`src/rtl/instr_encoder_pkg.sv`:
```
// Shared opcode constants, state encoding and word-format helpers for instr_encoder.
package definitions;

  localparam logic [2:0] OP_SET  = 3'b110;
  localparam logic [2:0] OP_HALT = 3'b111;
  localparam logic [2:0] OP_RSVD = 3'b101;

  localparam logic [8:0] HALT_WORD = {OP_HALT, 6'b000000};

  typedef enum logic [2:0] {
    StIdle,
    StEmitSet,
    StEmitOp,
    StDone,
    StFull
  } enc_state_e;

  function automatic logic [8:0] set_word(input logic [1:0] mode);
    return {OP_SET, 4'b0000, mode};
  endfunction

endpackage

```
`src/rtl/instr_encoder.sv`:
```
// Streaming instruction encoder with decoder-mode shadow and sequential ROM addressing.
// Define SET_ELIDE_EN to suppress set prefixes when the shadowed mode already matches.
module instr_encoder
  import definitions::*;
#(
  parameter int unsigned ADDR_W = 10
) (
  input  logic              Clk,
  input  logic              Reset,
  input  logic              ReqValid,
  output logic              ReqReady,
  input  logic [2:0]        ReqOp,
  input  logic [1:0]        ReqMode,
  input  logic [5:0]        ReqOperand,
  input  logic              ReqLabel,
  output logic              InstrValid,
  input  logic              InstrReady,
  output logic [8:0]        InstrOut,
  output logic [ADDR_W-1:0] InstrAddr,
  output logic              Done,
  output logic              Error
);

`ifdef SET_ELIDE_EN
  localparam bit ElideEn = 1'b1;
`else
  localparam bit ElideEn = 1'b0;
`endif

  enc_state_e        state_q;
  logic              instr_valid_q;
  logic [8:0]        instr_out_q;
  logic [ADDR_W-1:0] addr_q;
  logic              done_q;
  logic              error_q;
  logic [1:0]        shadow_mode_q;
  logic              shadow_valid_q;
  logic [2:0]        op_q;
  logic [5:0]        operand_q;
  logic [1:0]        mode_q;

  logic need_set;
  logic at_max;
  logic handshake;

  // A label invalidates the shadow before the comparison, so it forces a prefix.
  assign need_set  = !ElideEn || ReqLabel || !shadow_valid_q || (shadow_mode_q != ReqMode);
  assign at_max    = &addr_q;
  assign handshake = instr_valid_q && InstrReady;

  assign ReqReady   = (state_q == StIdle);
  assign InstrValid = instr_valid_q;
  assign InstrOut   = instr_out_q;
  assign InstrAddr  = addr_q;
  assign Done       = done_q;
  assign Error      = error_q;

  always_ff @(posedge Clk or posedge Reset) begin
    if (Reset) begin
      state_q        <= StIdle;
      instr_valid_q  <= 1'b0;
      instr_out_q    <= '0;
      addr_q         <= '0;
      done_q         <= 1'b0;
      error_q        <= 1'b0;
      shadow_mode_q  <= 2'b00;
      shadow_valid_q <= 1'b0;
      op_q           <= '0;
      operand_q      <= '0;
      mode_q         <= 2'b00;
    end else begin
      unique case (state_q)
        StIdle: begin
          if (ReqValid) begin
            if (ReqLabel) shadow_valid_q <= 1'b0;
            op_q      <= ReqOp;
            operand_q <= ReqOperand;
            if (ReqOp == OP_RSVD) begin
              error_q <= 1'b1;
            end else if (ReqOp == OP_HALT) begin
              instr_out_q   <= HALT_WORD;
              instr_valid_q <= 1'b1;
              state_q       <= StEmitOp;
            end else if (ReqOp == OP_SET) begin
              mode_q        <= ReqOperand[1:0];
              instr_out_q   <= set_word(ReqOperand[1:0]);
              instr_valid_q <= 1'b1;
              state_q       <= StEmitOp;
            end else begin
              mode_q        <= ReqMode;
              instr_valid_q <= 1'b1;
              if (need_set) begin
                instr_out_q <= set_word(ReqMode);
                state_q     <= StEmitSet;
              end else begin
                instr_out_q <= {ReqOp, ReqOperand};
                state_q     <= StEmitOp;
              end
            end
          end
        end
        StEmitSet: begin
          if (handshake) begin
            shadow_mode_q  <= mode_q;
            shadow_valid_q <= 1'b1;
            if (at_max) begin
              instr_valid_q <= 1'b0;
              error_q       <= 1'b1;
              state_q       <= StFull;
            end else begin
              addr_q      <= addr_q + 1'b1;
              instr_out_q <= {op_q, operand_q};
              state_q     <= StEmitOp;
            end
          end
        end
        StEmitOp: begin
          if (handshake) begin
            instr_valid_q <= 1'b0;
            if (op_q == OP_SET) begin
              shadow_mode_q  <= mode_q;
              shadow_valid_q <= 1'b1;
            end
            if (!at_max) addr_q <= addr_q + 1'b1;
            if (op_q == OP_HALT) begin
              done_q  <= 1'b1;
              state_q <= StDone;
            end else if (at_max) begin
              // Last address consumed: no further request can be placed.
              error_q <= 1'b1;
              state_q <= StFull;
            end else begin
              state_q <= StIdle;
            end
          end
        end
        StDone: state_q <= StDone;
        StFull: state_q <= StFull;
        default: state_q <= StIdle;
      endcase
    end
  end

endmodule
```
`config.mk`:
```
export PLATFORM = sky130hd
export DESIGN_NAME = instr_encoder
export DESIGN_NICKNAME = d
export VERILOG_FILES = /design/src/rtl/instr_encoder_pkg.sv /design/src/rtl/instr_encoder.sv
export SDC_FILE = /design/constraint.sdc
export NUM_CORES = 1
export LEC_CHECK = 0
export ABC_CLOCK_PERIOD_IN_PS = 2200
export BUFFER_PORTS_ARGS = -buffer_cell sky130_fd_sc_hd__buf_2
export CORE_MARGIN = 10
export CORE_UTILIZATION = 53
export CTS_CLUSTER_DIAMETER = 200
export DETAILED_ROUTE_END_ITERATION = 10
export PLACE_DENSITY_LB_ADDON = 0.05
export SYNTH_ARGS = -nofsm -noshare
export SYNTH_HDL_FRONTEND = slang
export SYNTH_SLANG_ARGS = --single-unit
```
`constraint.sdc`:
```
create_clock -name Clk -period 2.2 [get_ports Clk]
set_clock_uncertainty 0.1 [all_clocks]
set_input_delay 0.22 -clock Clk [delete_from_list [all_inputs] [get_ports Clk]]
set_output_delay 0.22 -clock Clk [all_outputs]
set_load 0.01 [all_outputs]
```
==> metrics.cfg <==
[clocking]
holdBufCountCts=1
cts_root_buf=clkbuf_4
insertion_delay_ns=0.33
numCtsBuffers=5
cts_max_level=2
cts_buffer_depth=2
cts_sinks=34
ctsResizeCount=0
cts_tree=done
postCtsSetupBuffers=0
clk_pin_slew_ns=0.10

[sta]
holdWs_ns=0.0139
max_freq_mhz=521
slew-limit-headroom_pct=66.8
rsz0062_at_grt=no
finalCritPeriodShare_pct=87.2
tightestPinTransition_ns=0.498
setup_viol=0
final_hold_viol_count=0
fin_tns_setup_ns=0
slew_viol_final=0
period_needed_ns=1.92

[route]
ant_nets=0
post-route-drc-count=0
vias_per_cell=5.52
first_pass_iters=4
wl_per_cell_um=15.5
wl_um=3740
dr_total_vias=1337
drtIter0Drc=39

[synth]
ys_seq_area_share_pct=49.8
netlist_area_um2=1710
ys_warn_count=0
synth-edff-count=0
synth_seq_cells=34
synth.top_cells.by_count=dfrtp_1 (34), mux2_2 (15), nand2_1 (14)
synthDistinctLibCells=40
yosysTopAreaCell=dfrtp_1
synth_ff_type=dfrtp_1
ys_top_cells_by_area=dfrtp_1 (50%), mux2_2 (9.9%), xnor2_1 (4.1%)
syn_nets=169
yosysMostFrequentCell=dfrtp_1
synthCells=152
avgSynthCellArea_um2=11.2
synth_top_area_share_pct=49.8
ys_async_sr_fraction_pct=100

[critical_path]
r2r_setup_slack_ns=0.28
cpPeakStageDelay_ns=0.42
cp-end-kind=register
worstPathArrival_ns=2.04
worstSetupPathType=reg2reg
cp_max_fo=9
path_cells=ha_1 > and3_2 > nand4_4 > o211ai_4 > mux2_2
crit_path_top_delay_cell=dfrtp_1
r2r_end=InstrOut[0]$_DFFE_PP0P_
startpoint_type=register
r2r_start=InstrAddr[0]$_DFFE_PP0P_
r2r_cells=5
crit_required_ns=2.32

[layout]
finalNonFillerCells=242
syn2layout_area_growth_pct=19.0
layout-drive-gt1-share_pct=34.3
diodes=0
fin_util_pct=66.1
nets=214

[placed_design]
hpwl_um=2780
portBuffers=37
gp_congestion=0.926
placed_cells=231

[min_path]
worstHoldStart=ReqOperand[3]
hold_end=operand_q[3]$_DFFE_PP0P_
hold-path-cell-count=2
hold_path_class=in2reg

[die]
initial_core_util_pct=55.5
core-area_um2=3080
pin_count=39
die_w_um=76.8
die_h_um=76.8
num_rows=20
dieArea_um2=5900

[power]
leakage_nw=0.976
vdd_drop_max_v=0.000703
power.density_nw_per_um2=1190

[flow_run]
max_cap_viol_count=0

[global_routing]
antenna_found_initial=0
grtUsageTotal_pct=12.9
grt_max_degree=35
grt_pass1_wl_um=6330
grt_pass1_vias=1317
overflow=0

[status]
status=complete, no violations

[where the power goes]
| group | switching [mW] | total [mW] | leakage [nW] | internal (mW) |
|---|---|---|---|---|
| Combinational | 0.516 | 0.998 | 0.522 | 0.482 |
| Clock | 0.204 | 0.359 | 0.0353 | 0.155 |
| Sequential | 0.206 | 1.07 | 0.418 | 0.863 |
| Total | 0.926 | 2.43 | 0.976 | 1.50 |
[cell usage in the layout, fill, tap and decap left out, types with 3 or more instances in the layout]
master         synthesis  routed
nor2_1                 5       5
nand2_1               14      14
buf_2                  4      37
a22o_1                 4       4
dfrtp_1               34      34
nand3_1                7       7
a21oi_1                4       4
mux2_2                15      15
clkbuf_4               0       5
and3_1                 4       4
and2_1                 3       3
xnor2_1                8       8
inv_1                  6       6
nand4_1                4       4
nor3_1                 3       3
dlygate4sd3_1          0       3
o21ai_0                6       6
[worst max-delay path by stage]
stage	endpoint	slack, ns	startpoint
finish	InstrOut[0]$_DFFE_PP0P_	0.28	InstrAddr[0]$_DFFE_PP0P_
global route	InstrOut[6]$_DFFE_PP0P_	0.23	InstrAddr[0]$_DFFE_PP0P_
CTS	InstrOut[0]$_DFFE_PP0P_	0.28	InstrAddr[0]$_DFFE_PP0P_
detailed placement	InstrOut[1]$_DFFE_PP0P_	0.29	InstrAddr[0]$_DFFE_PP0P_
global placement	InstrOut[1]$_DFFE_PP0P_	0.34	InstrAddr[0]$_DFFE_PP0P_
floorplan	InstrOut[0]$_DFFE_PP0P_	0.38	InstrAddr[0]$_DFFE_PP0P_
[cell type report]
cell class,instances,area [µm²]
Sequential cell,34,851
Inverter,6,22.5
Multi-Input combinational cell,108,816
Fill cell,268,1040
Timing Repair Buffer,42,230
Clock buffer,7,55.1
Tap cell,44,55.1
Clock inverter,1,5.00
[layer usage]
metal	vias to the layer above	global-route usage, %	wire length [µm]
met4	0	3.53	11
met3	2	5.24	269
met1	635	15.3	1620
met2	45	20.8	1850
met5	-	0	0
li1	655	-	-
[cell families after synthesis]
family | count (synthesis) | share of synthesized area [%]
mux | 15 | 9.88
compound gates | 29 | 12.6
buf+inv | 10 | 2.49
xor+xnor | 8 | 4.10
simple gates | 55 | 20.4
flops | 34 | 49.8
fa+ha+maj | 1 | 0.732
[state kept, by name (all words and copies together), names as in the netlist]
register / cells
state_q: 3
InstrValid: 1
op_q: 3
InstrOut: 9
Error: 1
operand_q: 6
Done: 1
InstrAddr: 10
[worst max-delay path: cells and delay by family (launching register included)]
| family | cells | cell delay [ns] |
|---|---|---|
| AO/OA/AOI/OAI | 1 | 0.33 |
| AND/OR/NAND/NOR | 2 | 0.38 |
| adder cells (fa/ha/maj) | 1 | 0.21 |
| multiplexers | 1 | 0.37 |
| flip-flops | 1 | 0.42 |
[per-stage QoR]
step                total power, mW  instance area [µm²]  setup slack (ns)
floorplan                      1.76                 1710             0.383
global placement               2.04                 1940             0.341
detailed placement             2.08                 1940             0.288
CTS                            2.45                 2010             0.282
global route                   2.61                 2030             0.233
finish                         2.43                 2030             0.282
No activity file was read; power rests on OpenSTA's default activity.
